$ cat config.mk
export PLATFORM = sky130hd
export DESIGN_NAME = sdram_config_poller_flat
export DESIGN_NICKNAME = d
export VERILOG_FILES = /design/src/rtl/sdram_pkg.sv /design/src/rtl/sdram_config_poller_if.sv /design/src/rtl/down_counter.sv /design/src/rtl/sdram_config_poller.sv /design/src/flat_wrapper.sv
export SDC_FILE = /design/constraint.sdc
export NUM_CORES = 1
export LEC_CHECK = 0
export BUFFER_PORTS_ARGS = -buffer_cell sky130_fd_sc_hd__buf_2
export CAP_MARGIN = 20
export CORE_MARGIN = 5
export CORE_UTILIZATION = 60
export DETAILED_ROUTE_END_ITERATION = 12
export PLACE_DENSITY_LB_ADDON = 0.05
export SYNTH_ARGS = -nofsm -noshare
export SYNTH_HDL_FRONTEND = slang
export SYNTH_SLANG_ARGS = --single-unit
$ cat constraint.sdc
create_clock -name clk -period 3.93 [get_ports clk]
set_clock_uncertainty 0.15 [all_clocks]
set_input_delay 0 -clock clk [delete_from_list [all_inputs] [get_ports clk]]
set_output_delay 0 -clock clk [all_outputs]
set_load 0.05 [all_outputs]
$ cat src/rtl/sdram_pkg.sv
`default_nettype none
// ============================================================================
//  sdram_pkg
//  Shared types for the SDRAM configuration status poller.
//  Revision: 1.0
// ============================================================================
package sdram_pkg;

   localparam int ADDR_W = 19;
   localparam int DATA_W = 16;

   typedef enum logic [2:0] {
      ST_IDLE     = 3'd0,
      ST_READ     = 3'd1,
      ST_INTERVAL = 3'd2,
      ST_DONE     = 3'd3,
      ST_FAIL     = 3'd4
   } state_t;

   typedef enum logic [1:0] {
      FAIL_NONE        = 2'b00,
      FAIL_POLL_LIMIT  = 2'b01,
      FAIL_ACK_TIMEOUT = 2'b10
   } fail_code_t;

endpackage
`default_nettype wire

$ cat src/rtl/sdram_config_poller_if.sv
`default_nettype none
// ============================================================================
//  sdram_config_poller_if
//  Word-access initiator bus between the poller and the SDRAM controller.
//  Revision: 1.0
// ============================================================================
interface sdram_config_poller_if;
   import sdram_pkg::*;

   logic [ADDR_W-1:0] data_m_addr;
   logic [DATA_W-1:0] data_m_data_in;
   logic [DATA_W-1:0] data_m_data_out;
   logic              data_m_access;
   logic              data_m_wr_en;
   logic [1:0]        data_m_bytesel;
   logic              data_m_ack;

   modport master (
      output data_m_addr,
      output data_m_data_out,
      output data_m_access,
      output data_m_wr_en,
      output data_m_bytesel,
      input  data_m_data_in,
      input  data_m_ack
   );

   modport slave (
      input  data_m_addr,
      input  data_m_data_out,
      input  data_m_access,
      input  data_m_wr_en,
      input  data_m_bytesel,
      output data_m_data_in,
      output data_m_ack
   );

endinterface
`default_nettype wire

$ cat src/rtl/down_counter.sv
`default_nettype none
// ============================================================================
//  down_counter
//  Loadable down-counter that stops at zero and flags it.
//  Revision: 1.0
// ============================================================================
module down_counter #(
   parameter int WIDTH = 8
) (
   input  wire              clk,
   input  wire              rst_n,
   input  wire              load_i,
   input  wire [WIDTH-1:0]  load_val_i,
   input  wire              dec_i,
   output logic             zero_o
);

   logic [WIDTH-1:0] count_q;
   logic [WIDTH-1:0] count_d;

   always_comb begin
      count_d = count_q;
      if (load_i) begin
         count_d = load_val_i;
      end else if (dec_i && (count_q != '0)) begin
         count_d = count_q - WIDTH'(1);
      end
   end

   always_ff @(posedge clk or negedge rst_n) begin
      if (!rst_n) begin
         count_q <= '0;
      end else begin
         count_q <= count_d;
      end
   end

   assign zero_o = (count_q == '0);

endmodule
`default_nettype wire

$ cat src/rtl/sdram_config_poller.sv
`default_nettype none
// ============================================================================
//  sdram_config_poller
//  Polls the SDRAM config status word until bit 0 is set, with retry limit
//  and per-access acknowledge timeout.
//  Revision: 1.0
// ============================================================================
module sdram_config_poller
   import sdram_pkg::*;
#(
   parameter logic [18:0] STATUS_ADDR   = 19'h7fff0,
   parameter int unsigned POLL_INTERVAL = 16,
   parameter int unsigned MAX_POLLS     = 1024,
   parameter int unsigned ACK_TIMEOUT   = 255
) (
   input  wire                    clk,
   input  wire                    reset_n,
   input  wire                    start,
   sdram_config_poller_if.master  data_m,
   output logic                   busy,
   output logic                   done,
   output logic                   fail,
   output logic [1:0]             fail_code
);

   // Counters stop at zero, so a load of N-1 yields a phase of exactly N cycles.
   localparam logic [15:0] C_INTERVAL_LOAD = 16'(POLL_INTERVAL - 1);
   localparam logic [7:0]  C_ACK_LOAD      = 8'(ACK_TIMEOUT - 1);
   localparam logic [16:0] C_MAX_POLLS     = 17'(MAX_POLLS);

   state_t     state_q, state_d;
   logic [15:0] poll_count_q, poll_count_d;
   logic       done_q, done_d;
   logic       fail_q, fail_d;
   fail_code_t fail_code_q, fail_code_d;

   logic        ack_load, ack_dec, ack_zero;
   logic        int_load, int_dec, int_zero;
   logic [16:0] polls_next;
   logic        unused_status_bits;

   assign polls_next         = {1'b0, poll_count_q} + 17'd1;
   assign unused_status_bits = ^data_m.data_m_data_in[15:1];

   always_comb begin
      state_d      = state_q;
      poll_count_d = poll_count_q;
      done_d       = done_q;
      fail_d       = fail_q;
      fail_code_d  = fail_code_q;
      unique case (state_q)
         ST_IDLE: begin
            if (start) begin
               state_d      = ST_READ;
               poll_count_d = '0;
            end
         end
         ST_READ: begin
            // An ack on the final wait cycle wins over the timeout.
            if (data_m.data_m_ack) begin
               if (poll_count_q != 16'hffff) begin
                  poll_count_d = poll_count_q + 16'd1;
               end
               if (data_m.data_m_data_in[0]) begin
                  state_d = ST_DONE;
                  done_d  = 1'b1;
               end else if (polls_next == C_MAX_POLLS) begin
                  state_d     = ST_FAIL;
                  fail_d      = 1'b1;
                  fail_code_d = FAIL_POLL_LIMIT;
               end else begin
                  state_d = ST_INTERVAL;
               end
            end else if (ack_zero) begin
               state_d     = ST_FAIL;
               fail_d      = 1'b1;
               fail_code_d = FAIL_ACK_TIMEOUT;
            end
         end
         ST_INTERVAL: begin
            if (int_zero) begin
               state_d = ST_READ;
            end
         end
         ST_DONE, ST_FAIL: begin
            if (start) begin
               state_d      = ST_READ;
               poll_count_d = '0;
               done_d       = 1'b0;
               fail_d       = 1'b0;
               fail_code_d  = FAIL_NONE;
            end
         end
         default: state_d = ST_IDLE;
      endcase
   end

   always_ff @(posedge clk or negedge reset_n) begin
      if (!reset_n) begin
         state_q      <= ST_IDLE;
         poll_count_q <= '0;
         done_q       <= 1'b0;
         fail_q       <= 1'b0;
         fail_code_q  <= FAIL_NONE;
      end else begin
         state_q      <= state_d;
         poll_count_q <= poll_count_d;
         done_q       <= done_d;
         fail_q       <= fail_d;
         fail_code_q  <= fail_code_d;
      end
   end

   assign ack_load = (state_d == ST_READ) && (state_q != ST_READ);
   assign ack_dec  = (state_q == ST_READ);
   assign int_load = (state_d == ST_INTERVAL) && (state_q != ST_INTERVAL);
   assign int_dec  = (state_q == ST_INTERVAL);

   down_counter #(.WIDTH(8)) u_ack_wait (
      .clk        (clk),
      .rst_n      (reset_n),
      .load_i     (ack_load),
      .load_val_i (C_ACK_LOAD),
      .dec_i      (ack_dec),
      .zero_o     (ack_zero)
   );

   down_counter #(.WIDTH(16)) u_interval (
      .clk        (clk),
      .rst_n      (reset_n),
      .load_i     (int_load),
      .load_val_i (C_INTERVAL_LOAD),
      .dec_i      (int_dec),
      .zero_o     (int_zero)
   );

   // Bus outputs decode straight from the state so reset drops them at once.
   assign data_m.data_m_access   = (state_q == ST_READ);
   assign data_m.data_m_addr     = (state_q == ST_READ) ? STATUS_ADDR : '0;
   assign data_m.data_m_data_out = '0;
   assign data_m.data_m_wr_en    = 1'b0;
   assign data_m.data_m_bytesel  = (state_q == ST_READ) ? 2'b11 : 2'b00;

   assign busy      = (state_q == ST_READ) || (state_q == ST_INTERVAL);
   assign done      = done_q;
   assign fail      = fail_q;
   assign fail_code = fail_code_q;

endmodule
`default_nettype wire

$ cat src/flat_wrapper.sv
// flat-port wrapper written by rule: the top's interface ports become plain ports
module sdram_config_poller_flat import sdram_pkg::*;
#(
   parameter logic [18:0] STATUS_ADDR   = 19'h7fff0,
   parameter int unsigned POLL_INTERVAL = 16,
   parameter int unsigned MAX_POLLS     = 1024,
   parameter int unsigned ACK_TIMEOUT   = 255
)
  (clk, reset_n, start, busy, done, fail, fail_code, data_m_data_m_addr, data_m_data_m_data_out, data_m_data_m_access, data_m_data_m_wr_en, data_m_data_m_bytesel, data_m_data_m_data_in, data_m_data_m_ack);
  sdram_config_poller_if data_m_i ();
  input  wire clk;
  input  wire reset_n;
  input  wire start;
  output logic busy;
  output logic done;
  output logic fail;
  output logic [1:0] fail_code;
  output wire logic [$bits(data_m_i.data_m_addr)-1:0] data_m_data_m_addr;
  output wire logic [$bits(data_m_i.data_m_data_out)-1:0] data_m_data_m_data_out;
  output wire logic [$bits(data_m_i.data_m_access)-1:0] data_m_data_m_access;
  output wire logic [$bits(data_m_i.data_m_wr_en)-1:0] data_m_data_m_wr_en;
  output wire logic [$bits(data_m_i.data_m_bytesel)-1:0] data_m_data_m_bytesel;
  input wire logic [$bits(data_m_i.data_m_data_in)-1:0] data_m_data_m_data_in;
  input wire logic [$bits(data_m_i.data_m_ack)-1:0] data_m_data_m_ack;
  assign data_m_data_m_addr = data_m_i.data_m_addr;
  assign data_m_data_m_data_out = data_m_i.data_m_data_out;
  assign data_m_data_m_access = data_m_i.data_m_access;
  assign data_m_data_m_wr_en = data_m_i.data_m_wr_en;
  assign data_m_data_m_bytesel = data_m_i.data_m_bytesel;
  assign data_m_i.data_m_data_in = data_m_data_m_data_in;
  assign data_m_i.data_m_ack = data_m_data_m_ack;
  sdram_config_poller #(.STATUS_ADDR(STATUS_ADDR), .POLL_INTERVAL(POLL_INTERVAL), .MAX_POLLS(MAX_POLLS), .ACK_TIMEOUT(ACK_TIMEOUT)) u_core (.clk(clk), .reset_n(reset_n), .start(start), .data_m(data_m_i), .busy(busy), .done(done), .fail(fail), .fail_code(fail_code));
endmodule
### Yosys cells after proc, flatten, opt, wreduce, memory -nomap -nowiden

Cells that the tools add are included.

| storage, ports and cells | value |
|---|---|
| word-level logic and storage cells | 80 |
| memory bits (writable) | 0 |
| register bits | 47 |
| bits in read-only memories | 0 |
| output and inout bits | 44 |
| memories kept | 0 |
| bits in latches | 0 |

| cells by class | value |
|---|---|
| divide/modulo/power cells | 0 |
| $mul | 0 |
| magnitude comparators | 0 |
| reductions and logical operators | 19 |
| bitwise gates (word level) | 0 |
| eq/ne operators | 18 |
| add/subtract/negate cells | 4 |
| shift-type cells | 0 |
| muxes and demuxes | 32 |

Operators by type and width:

| operator | number |
|---|---|
| 16-bit two-way mux | 5 |
| 16-bit one-hot mux with 2 select lines | 1 |
| 19-bit two-way mux | 1 |
| 3-bit two-way mux | 6 |
| 16-bit by 1-bit adder with 17-bit output, second input constant | 1 |
| 17-bit by 11-bit == test with 1-bit output, second input constant | 1 |
| 16-bit by 1-bit adder with 16-bit output, second input constant | 1 |
| 16-bit zero test | 1 |
| 8-bit two-way mux | 2 |
| 16-bit inequality test, second input constant | 1 |
| 16-bit nonzero test | 1 |
| 16-bit by 1-bit subtractor with 16-bit output, second input constant | 1 |
| 2-bit two-way mux | 6 |
| 3-bit by 2-bit == test with 1-bit output, second input constant | 3 |
| 3-bit by 2-bit inequality test with 1-bit output, second input constant | 3 |
| 3-bit one-hot mux with 3 select lines | 1 |
| 8-bit zero test | 1 |
| 4-bit AND reduction | 2 |
| 2-bit nonzero test | 4 |
| 8-bit nonzero test | 1 |
| 8-bit by 1-bit subtractor with 8-bit output, second input constant | 1 |
| 1-bit two-way mux | 7 |
| 3-bit by 1-bit == test with 1-bit output, second input constant | 2 |
| 2-bit inequality test, second input constant | 3 |
| 12 further kinds | 17 |

### Depth between registers and ports, before layout

Gate-level depths: netlist of the first run.

| logic depth | value |
|---|---|
| word-level depth | 9 |
| gate-level depth with buffers | 10 |
| mapped depth without buffers | 8 |

### Cells and area by module

Synthesis of the first run repeated with hierarchy kept, for this count alone.

| second synthesis, totals | value |
|---|---|
| cells, all modules | 413 |
| area total of the unflattened synthesis | 3454.6 um2 |

By module, submodules not included:

| module | sequential area each (um2) | area each (um2) | cells an instance | times used |
|---|---|---|---|---|
| sdram_config_poller | 575.6 | 1863.0 | 231 | 1 |
| down_counter (u_core.u_interval) | 400.4 | 1063.5 | 124 | 1 |
| down_counter (u_core.u_ack_wait) | 200.2 | 528.0 | 58 | 1 |

### Worst setup path before layout of the first run

Ideal clock, no wire load.

| path | value |
|---|---|
| path kind | reg-to-reg |
| from | register u_core.state_q[1] |
| to | register u_core.poll_count_q[13] |
| path buffers | 3 |
| data arrival time | 2.015 ns |
| clock period less this slack | 2.293 ns |
| cell stages (with the launch flop) | 11 |
| slack | 1.637 ns |
| cell sequence | dfrtp_1 or3b_1 buf_6 clkinv_4 nand2_4 a31o_4 and2_1 buf_6 buf_6 o21ai_1 o31ai_1 |

| on the way | value |
|---|---|
| elaborated cells between the ends (all ways) | 11 |

RTL lines:

| element | RTL line | RTL |
|---|---|---|
| start: declaration | sdram_config_poller.sv:31 | `state_t state_q, state_d;` |
| start signal: assignment | sdram_config_poller.sv:106 | `state_q <= state_d;` |
| 3-bit by 1-bit == test with 1-bit output * | n/a |  |
| net data_m_data_m_access | flat_wrapper.sv:20 | `output wire logic [$bits(data_m_i.data_m_access)-1:0] data_m_data_m_access;` |
| 2-bit by 1-bit inequality test with 1-bit output (no line) (tied with other cells) | n/a |  |
| 4-bit AND reduction (no line) | n/a |  |
| end signal: assignment | sdram_config_poller.sv:107 | `poll_count_q <= poll_count_d;` |
| end: declaration | sdram_config_poller.sv:32 | `logic [15:0] poll_count_q, poll_count_d;` |

The timed path passes the listed nets; every way through them passes the cells marked *.
A chain may end at the register's enable or synchronous reset.

### Final worst setup path of the first run

| path | value |
|---|---|
| from | register u_core.poll_count_q[4] |
| to | register u_core.state_q[2] |

| on the way | value |
|---|---|
| longest elaborated chain between the ends | 6 |

RTL lines:

| element | RTL line | RTL |
|---|---|---|
| 16-bit by 1-bit adder with 17-bit output | sdram_config_poller.sv:42 | `assign polls_next = {1'b0, poll_count_q} + 17'd1;` |
| 17-bit by 11-bit == test with 1-bit output | sdram_config_poller.sv:67 | `end else if (polls_next == C_MAX_POLLS) begin` |
| 3-bit two-way mux | sdram_config_poller.sv:67 |  |
| 3-bit two-way mux | sdram_config_poller.sv:64 | `if (data_m.data_m_data_in[0]) begin` |
| 3-bit two-way mux | sdram_config_poller.sv:60 | `if (data_m.data_m_ack) begin` |
| 3-bit one-hot mux with 3 select lines | sdram_config_poller.sv:51 | `unique case (state_q)` |
| net u_core.state_d[2] | sdram_config_poller.sv:31 |  |

The timed path passes the listed nets, and every way through them passes these cells.

==> flow_summary_export.csv, run 1 <==
group,metric,value,unit
pwr,combPwrFrac,0.550,
grt,grt_pass1_vias,2283,
sta,hold_violations_final,0,
layout,final_layout_size_suffix_gt1_frac,0.162,
hold_path,timing.hold.worst.class,"input pin to asynchronous set/reset pin",
outcome,outcome,"finished, final reports clean",
place,detailed_place.area,0.00311,mm2
worst_setup_path,critical_path.max_fanout,10,
cts,clock_tree_from_tritoncts,"built",
layout,area_taken_by_multi_input_logic_gates,0.00168,mm2
floorplan,die_y,83.3,um
synth,ys_types,65,
grt,grt_start_max_net_pins,48,
floorplan,io_pins,64,
synth,synthFlopType,"sky130_fd_sc_hd__dfrtp_1",
worst_setup_path,crit_start_category,"flop",
grt,global_route_wire_length_before_repair,10600,um
place,finalWeightedCongestion,0.823,
cts,htree_num_levels,2,
sta,setup-violations-final,0,
floorplan,floorplan.core_area,0.00517,mm2
cts,numCtsBuffers,5,
grt,number_of_antenna_violations_at_the_first_check_in_global_routing,0,
pwr,power_leakage,0.00146,uW
floorplan,fp.dieW,83.3,um
floorplan,die_area,0.00693,mm2
worst_setup_path,crit_type,"flop to flop",
routing,drt_wl_total,6090,um
sta,max_freq,0.347,GHz
cts,cell_at_the_root_of_the_clock_tree,"sky130_fd_sc_hd__clkbuf_8",
pwr,power_switching_share,0.526,
sta,final_worst_path_period_need,2.88,ns
layout,layout.filler_cells,456,
cts,ctsLongestPathBuffers,2,
sta,unrepaired_setup_endpoints_after_global_routing,"false",
routing,detail_route.iter0.violations,101,
routing,drt_drc_violations_left,0,
sta,period_share,0.734,
worst_setup_path,cp_data_required_time,4.02,ns
worst_setup_path,rrSetupSlack,1.05,ns
floorplan,rows,26,
layout,sequential_cell_area,0.00118,mm2
layout,finalNetCount,388,
pwr,p_sw,1150,uW
synth,synthesis.yosys.warnings,0,
place,port_buffers,27,
synth,area_of_the_mapped_netlist,0.00322,mm2
cts,postCtsSetupRepairBufs,0,
routing,route.antenna.remaining_nets,0,
cts,insertion_delay,0.30,ns
routing,route.detailed.wl_per_inst,14.0,um
grt,groute.usage.overall,0.182,
sta,tightestPinTransition,0.671,ns
synth,ys_ff_latch,47,
pwr,power.share.clock,0.146,
pwr,max-vdd-ir-drop,0.713,mV
pwr,p_per_area,665,mW/mm2
routing,first_pass_iters,4,
pwr,pwr-share-seq,0.304,
place,dp_hpwl,4290,um
synth,synthArstFlopShare,1.00,
layout,area_growth_syn_to_layout,2.57,%
synth,ys_seq_area_frac,0.365,
sta,fin_max_slew_vios,0,
cts,tritoncts_num_sinks,47,
worst_setup_path,crit_path_end_kind,"flop",
sta,fin_tns_setup,0,ns
layout,post-route-cell-area,0.00330,mm2
pwr,intPower,1040,uW
cts,cts.reportedPaths.clkPinSlew,0.09,ns
floorplan,start_util,0.622,
layout,n_antenna_cell,0,
flow_run,reported_max_cap_violation_count,0,
sta,timing.max_slew.rel_slack,0.549,
grt,grt-ovfl-total,0,
synth,synthesis.area_per_instance,9.02,um2
routing,vias_per_cell,5.55,
worst_setup_path,timing.critical_path.arrival,2.98,ns
synth,synth_cells,357,
routing,total_via_count_after_detailed_routing,2409,
synth,number_of_enable_flip_flop_cells_after_synthesis,0,
-- critical path: stages, from the launching register on --
cell	delay, ns
sky130_fd_sc_hd__dfrtp_1	0.55
sky130_fd_sc_hd__nand4_4	0.24
sky130_fd_sc_hd__nor4_1	0.55
sky130_fd_sc_hd__a32oi_1	0.17
sky130_fd_sc_hd__nand2b_4	0.14
sky130_fd_sc_hd__nand3_1	0.17
sky130_fd_sc_hd__a311oi_1	0.29
sky130_fd_sc_hd__dlygate4sd3_1	0.57
-- routing by layer --
metal,up-vias,routed length (um),share of wire,GRT usage
li1,1216,-,-,-
met1,1154,2810,0.46,0.221
met2,31,2990,0.49,0.317
met3,8,189,0.031,0.0347
met4,0,99,0.016,0.0669
met5,-,0,0,0
-- synthesized netlist by cell type, types with 2 or more instances --
master	number	share of area
sky130_fd_sc_hd__nor4_1	9	0.017
sky130_fd_sc_hd__a311oi_1	2	0.0054
sky130_fd_sc_hd__nand3_1	16	0.025
sky130_fd_sc_hd__or4_4	2	0.0070
sky130_fd_sc_hd__o21ai_1	5	0.0078
sky130_fd_sc_hd__clkbuf_1	2	0.0023
sky130_fd_sc_hd__nor2b_1	3	0.0058
sky130_fd_sc_hd__nor3_1	6	0.0093
sky130_fd_sc_hd__o31ai_1	7	0.016
sky130_fd_sc_hd__a31oi_1	4	0.0078
sky130_fd_sc_hd__xor2_1	4	0.011
sky130_fd_sc_hd__and4_1	3	0.0082
sky130_fd_sc_hd__nor4_2	3	0.012
sky130_fd_sc_hd__mux2i_1	2	0.0062
sky130_fd_sc_hd__or4_1	2	0.0047
sky130_fd_sc_hd__o211ai_1	3	0.0070
sky130_fd_sc_hd__and3_1	6	0.012
sky130_fd_sc_hd__o41ai_1	4	0.011
sky130_fd_sc_hd__and2_1	4	0.0078
sky130_fd_sc_hd__buf_2	8	0.012
sky130_fd_sc_hd__buf_4	41	0.096
sky130_fd_sc_hd__a211o_1	2	0.0054
sky130_fd_sc_hd__inv_1	8	0.0093
sky130_fd_sc_hd__buf_6	3	0.010
sky130_fd_sc_hd__o21ai_0	23	0.036
sky130_fd_sc_hd__nor2_1	35	0.041
sky130_fd_sc_hd__nand2_1	29	0.034
sky130_fd_sc_hd__a21o_1	2	0.0047
sky130_fd_sc_hd__ha_1	5	0.019
sky130_fd_sc_hd__or3_1	3	0.0058
sky130_fd_sc_hd__nand2b_1	6	0.012
sky130_fd_sc_hd__dfrtp_1	47	0.37
sky130_fd_sc_hd__a21oi_1	12	0.019
sky130_fd_sc_hd__nand4_1	2	0.0039
sky130_fd_sc_hd__xnor2_1	13	0.035
sky130_fd_sc_hd__o21a_1	2	0.0047
-- worst paths after layout --
| check | from | end | depth (start not counted) |
|---|---|---|---|
| setup / recovery | u_core.poll_count_q[4]$_DFFE_PN0P_ | u_core.state_q[2]$_DFF_PN0_ | 7 |
| hold / removal | reset_n | u_core.u_interval.count_q[9]$_DFFE_PN0P_ | 2 |
| setup reg to reg | u_core.poll_count_q[4]$_DFFE_PN0P_ | u_core.state_q[2]$_DFF_PN0_ | 7 |
| hold reg to reg | u_core.fail$_DFFE_PN0P_ | u_core.fail$_DFFE_PN0P_ | 2 |
| max in group asynchronous | reset_n | u_core.u_interval.count_q[1]$_DFFE_PN0P_ | 3 |
| min in group clk | u_core.fail$_DFFE_PN0P_ | u_core.fail$_DFFE_PN0P_ | 2 |
-- power groups by stage --
| stage | logic [uW] | registers (uW) | clock network [uW] |
|---|---|---|---|
| finish | 1210 | 667 | 321 |
| global route | 1300 | 687 | 353 |
| CTS | 1220 | 668 | 333 |
| detailed placement | 1200 | 679 | 0 |
| floorplan | 1190 | 663 | 0 |
| global placement | 1190 | 677 | 0 |
-- cell families (layout without fill, tap and decap cells) --
family / count (synthesis) / after routing / synth area share
flops: 47 / 47 / 0.365
simple gates: 143 / 143 / 0.248
mux: 2 / 2 / 0.00622
other cells: 1 / 21 / 0.00116
fa+ha+maj: 5 / 5 / 0.0194
buf+inv: 64 / 51 / 0.137
xor+xnor: 17 / 17 / 0.0462
compound gates: 78 / 78 / 0.176
-- cell type report --
| cell class | instances | share of cell area |
|---|---|---|
| timing repair buffer | 34 | 0.0674 |
| multi-input combinational | 266 | 0.508 |
| inverter | 9 | 0.0117 |
| tap | 70 | 0.0265 |
| clock buffer | 8 | 0.0303 |
| sequential | 47 | 0.356 |
-- cells in the final DEF, fill, tap and decap left out, types with 4 or more instances in the layout --
cell and n:
sky130_fd_sc_hd__a21oi_1 12, sky130_fd_sc_hd__a31oi_1 4, sky130_fd_sc_hd__and2_1 4, sky130_fd_sc_hd__and3_1 6
sky130_fd_sc_hd__buf_2 27, sky130_fd_sc_hd__clkbuf_8 7, sky130_fd_sc_hd__conb_1 21, sky130_fd_sc_hd__dfrtp_1 47
sky130_fd_sc_hd__dlygate4sd3_1 6, sky130_fd_sc_hd__ha_1 5, sky130_fd_sc_hd__inv_1 8, sky130_fd_sc_hd__nand2_1 29
sky130_fd_sc_hd__nand2b_1 6, sky130_fd_sc_hd__nand3_1 16, sky130_fd_sc_hd__nor2_1 35, sky130_fd_sc_hd__nor3_1 6
sky130_fd_sc_hd__nor4_1 9, sky130_fd_sc_hd__o21ai_0 23, sky130_fd_sc_hd__o21ai_1 5, sky130_fd_sc_hd__o31ai_1 7
sky130_fd_sc_hd__o41ai_1 4, sky130_fd_sc_hd__xnor2_1 13, sky130_fd_sc_hd__xor2_1 4
-- sequential cells by signal, indices dropped and copies added (netlist names) --
| name | flops |
|---|---|
| u_core.done | 1 |
| u_core.fail | 1 |
| u_core.fail_code | 2 |
| u_core.poll_count_q | 16 |
| u_core.state_q | 3 |
| u_core.u_ack_wait.count_q | 8 |
| u_core.u_interval.count_q | 16 |
-- what timing repair did --
item                      in CTS  in global routing
hold endpoints to repair      62                  0
hold buffers                   6                  0
gates resized for setup        0                  0
-- per-stage QoR --
stage,hold WS [ns],util,setup slack [ns],std cells,total power [uW]
finish,0.0996,0.638,1.05,434,2200
global route,0.158,0.638,0.800,434,2340
CTS,0.305,0.633,1.06,433,2220
detailed placement,0.103,0.602,1.12,419,1880
global placement,0.103,0.602,1.14,419,1860
floorplan,-0.446,-,1.64,377,1860
No activity file was read; power rests on OpenSTA's default activity.
==> run 2, diff against run 1 <==
--- a/config.mk
+++ b/config.mk
@@ -5,10 +5,11 @@
 export SDC_FILE = /design/constraint.sdc
 export NUM_CORES = 1
 export LEC_CHECK = 0
+export ABC_AREA = 1
 export BUFFER_PORTS_ARGS = -buffer_cell sky130_fd_sc_hd__buf_2
 export CAP_MARGIN = 20
 export CORE_MARGIN = 5
-export CORE_UTILIZATION = 60
+export CORE_UTILIZATION = 50
 export DETAILED_ROUTE_END_ITERATION = 12
 export PLACE_DENSITY_LB_ADDON = 0.05
 export SYNTH_ARGS = -nofsm -noshare
==> constraint.sdc (replaced) <==
create_clock -name clk -period 2.6 [get_ports clk]
set_clock_uncertainty 0.15 [all_clocks]
set_input_delay 0 -clock clk [delete_from_list [all_inputs] [get_ports clk]]
set_output_delay 0 -clock clk [all_outputs]
set_load 0.05 [all_outputs]
==> run 2 against run 1 <==
  * First-iteration DRC count shrank 8.9%
  * Highest routed layer unchanged
  * Die area grew 17%
  * Maximum frequency grew 26%
  * Non-clock buffer count grew 5
  * Critical path depth grew 5
  * Via count grew 7.6%
  * Synthesized cell count grew 18%
  * Largest cell class unchanged
==> flow_summary_export.csv, run 2 <==
group,metric,value,unit
layout,layout.filler_cells,612,
hold_path,timing.hold.worst.class,"input pin to asynchronous set/reset pin",
place,detailed_place.area,0.00324,mm2
floorplan,die_area,0.00808,mm2
routing,drt_wl_total,6640,um
routing,vias_per_cell,4.96,
worst_setup_path,crit_type,"flop to flop",
grt,grt_start_max_net_pins,22,
synth,synthesis.yosys.warnings,0,
cts,clock_tree_from_tritoncts,"built",
sta,fin_tns_setup,0,ns
cts,cell_at_the_root_of_the_clock_tree,"sky130_fd_sc_hd__clkbuf_8",
grt,grt_pass1_vias,2499,
layout,finalNetCount,469,
cts,htree_num_levels,2,
worst_setup_path,crit_buf_inv,0,
synth,synthesis.area_per_instance,7.58,um2
outcome,outcome,"finished, final reports clean",
synth,number_of_enable_flip_flop_cells_after_synthesis,0,
sta,timing.max_slew.rel_slack,0.558,
sta,setup-violations-final,0,
place,port_buffers,27,
worst_setup_path,timing.critical_path.max_delay_family,"simple AND/OR/NAND/NOR gates",
layout,n_antenna_cell,0,
place,finalWeightedCongestion,0.910,
synth,area_of_the_mapped_netlist,0.00319,mm2
layout,highest_count_cells_in_the_layout_ignoring_fill_and_taps,"sky130_fd_sc_hd__nand2_1 (83), sky130_fd_sc_hd__inv_1 (48), sky130_fd_sc_hd__dfrtp_1 (47)",
synth,ys_ff_latch,47,
routing,first_pass_iters,4,
synth,synthTopCellsByArea,"sky130_fd_sc_hd__dfrtp_1 (37%), sky130_fd_sc_hd__nand2_1 (9.9%), sky130_fd_sc_hd__buf_4 (9.2%), sky130_fd_sc_hd__nand3_1 (5.6%), sky130_fd_sc_hd__inv_1 (5.6%)",
place,dp_hpwl,4990,um
grt,grt-ovfl-total,0,
synth,ys_types,34,
cts,cts.reportedPaths.clkPinSlew,0.09,ns
floorplan,die_y,89.9,um
worst_setup_path,crit_path_max_incr_delay,0.44,ns
synth,ys_seq_area_frac,0.368,
worst_setup_path,crit_path_end_kind,"flop",
grt,global_route_wire_length_before_repair,11400,um
layout,reg.largest.list,"u_core.poll_count_q (16), u_core.u_interval.count_q (16), u_core.u_ack_wait.count_q (8)",
pwr,p_per_area,1010,mW/mm2
grt,groute.usage.overall,0.169,
sta,final_worst_path_period_need,2.29,ns
layout,post-route-cell-area,0.00342,mm2
cts,insertion_delay,0.30,ns
grt,number_of_antenna_violations_at_the_first_check_in_global_routing,0,
sta,max_freq,0.437,GHz
sta,tightestPinTransition,0.660,ns
synth,synth_cells,421,
sta,unrepaired_setup_endpoints_after_global_routing,"false",
worst_setup_path,reg2reg_from,"u_core.poll_count_q[0]$_DFFE_PN0P_",
layout,final_layout_size_suffix_gt1_frac,0.173,
worst_setup_path,crit_start_category,"flop",
worst_setup_path,rrSetupSlack,0.31,ns
worst_setup_path,critical_path.slowest_cell,"sky130_fd_sc_hd__dfrtp_1",
floorplan,start_util,0.508,
routing,total_via_count_after_detailed_routing,2591,
pwr,max-vdd-ir-drop,0.764,mV
layout,final_common_cell,"sky130_fd_sc_hd__nand2_1",
worst_setup_path,crit_chain,"ha_1 -> nand3_1 -> o21ai_0 -> nand2_1 -> nor2_2 -> nand2_1 -> nor2_2 -> nand3_2 -> nand2_4 -> nand2_4 -> nand2_2 -> nand2_1",
worst_setup_path,timing.critical_path.arrival,2.33,ns
synth,synth_top_cell_by_area,"sky130_fd_sc_hd__dfrtp_1",
worst_setup_path,critical_path.most_common_cell,"sky130_fd_sc_hd__nand2_1",
pwr,power_leakage,0.00160,uW
layout,area_growth_syn_to_layout,7.10,%
routing,route.antenna.remaining_nets,0,
routing,drt_drc_violations_left,0,
sta,period_share,0.880,
routing,route.detailed.wl_per_inst,12.7,um
synth,synth.most_common_cell,"sky130_fd_sc_hd__nand2_1",
floorplan,fp.dieW,89.9,um
routing,detail_route.iter0.violations,92,
sta,hold_violations_final,0,
worst_setup_path,worstRegToRegCells,12,
floorplan,io_pins,64,
worst_setup_path,crit-reg2reg-capture,"u_core.u_interval.count_q[1]$_DFFE_PN0P_",
flow_run,reported_max_cap_violation_count,0,
worst_setup_path,cp_data_required_time,2.65,ns
sta,fin_max_slew_vios,0,
floorplan,floorplan.core_area,0.00628,mm2
synth,synthFlopType,"sky130_fd_sc_hd__dfrtp_1",
floorplan,rows,29,
synth,synth_top_cell_area_share,0.368,
cts,tritoncts_num_sinks,47,
synth,post_synth_most_frequent_cells,"sky130_fd_sc_hd__nand2_1 (84), sky130_fd_sc_hd__inv_1 (48), sky130_fd_sc_hd__dfrtp_1 (47)",
worst_setup_path,critical_path.max_fanout,14,
synth,synthArstFlopShare,1.00,
cts,numCtsBuffers,5,
cts,ctsLongestPathBuffers,2,
==> run 2: how the worst max path moves through the flow <==
stage,start,end,cells past startpoint
global route,u_core.poll_count_q[0]$_DFFE_PN0P_,u_core.u_interval.count_q[3]$_DFFE_PN0P_,12
global placement,u_core.poll_count_q[0]$_DFFE_PN0P_,u_core.poll_count_q[1]$_DFFE_PN0P_,7
floorplan,u_core.state_q[0]$_DFF_PN0_,u_core.u_ack_wait.count_q[5]$_DFFE_PN0P_,10
detailed placement,u_core.poll_count_q[0]$_DFFE_PN0P_,u_core.poll_count_q[10]$_DFFE_PN0P_,7
finish,u_core.poll_count_q[0]$_DFFE_PN0P_,u_core.u_interval.count_q[1]$_DFFE_PN0P_,12
CTS,u_core.poll_count_q[0]$_DFFE_PN0P_,u_core.poll_count_q[10]$_DFFE_PN0P_,7
==> run 2: kinds of logic (layout without fill, tap and decap cells) <==
kind of cell | after synthesis | count (layout) | share of synthesized area
and+or+nand+nor | 206 | 206 | 0.298
buffers and inverters | 93 | 97 | 0.158
DFF | 47 | 47 | 0.368
AOI/OAI and AO/OA | 46 | 46 | 0.0909
xor gates and xnor gates | 23 | 23 | 0.0631
adders and majority gates | 5 | 5 | 0.0196
other | 1 | 21 | 0.00117
==> run 2: worst reg2reg max path: cells and delay by family (launching register included) <==
family / cells / cell delay [ns]
flip-flops: 1 / 0.44
AO/OA/AOI/OAI: 1 / 0.20
AND/OR/NAND/NOR: 10 / 1.18
adder cells (fa/ha/maj): 1 / 0.24
==> run 2: final cells by class <==
class / instances / area, um2 / share of cell area
multi-input combinational: 301 / 1600 / 0.469
sequential: 47 / 1180 / 0.344
timing repair buffer: 39 / 238 / 0.0695
inverter: 50 / 188 / 0.0549
tap: 77 / 96.3 / 0.0282
clock buffer: 6 / 82.6 / 0.0242
clock inverter: 2 / 35.0 / 0.0102
==> run 2: layer usage <==
layer,share of wire,vias up,track usage
met5,0,-,0
met4,0.010,0,0.0509
met3,0.036,8,0.0317
met2,0.50,39,0.291
met1,0.46,1210,0.214
li1,-,1334,-
==> run 2: power by group <==
part	total [uW]	switching [uW]	leakage (uW)	internal, uW
combinational	1970	1550	0.000946	417
sequential	930	87.7	0.000591	842
clock	558	246	0.0000612	311
total	3460	1890	0.00160	1570
==> run 2: through the flow <==
| stage | setup slack, ns | hold slack (ns) | std cells | utilization | total power [uW] |
|---|---|---|---|---|---|
| global placement | 0.183 | -0.168 | 509 | 0.516 | 2880 |
| global route | 0.0561 | 0.0867 | 522 | 0.545 | 3700 |
| CTS | 0.0560 | 0.0367 | 522 | 0.543 | 3470 |
| detailed placement | 0.0786 | -0.165 | 509 | 0.516 | 2880 |
| floorplan | 0.0386 | -0.446 | 441 | - | 2700 |
| finish | 0.313 | 0.0266 | 522 | 0.545 | 3460 |
==> run 2: what timing repair did <==
item                                    CTS  global route
hold buffers                              5             0
endpoints found under the setup margin    0            20
buffers inserted                          0             0
resized for setup                         0             3
endpoints found under the hold margin    51             0
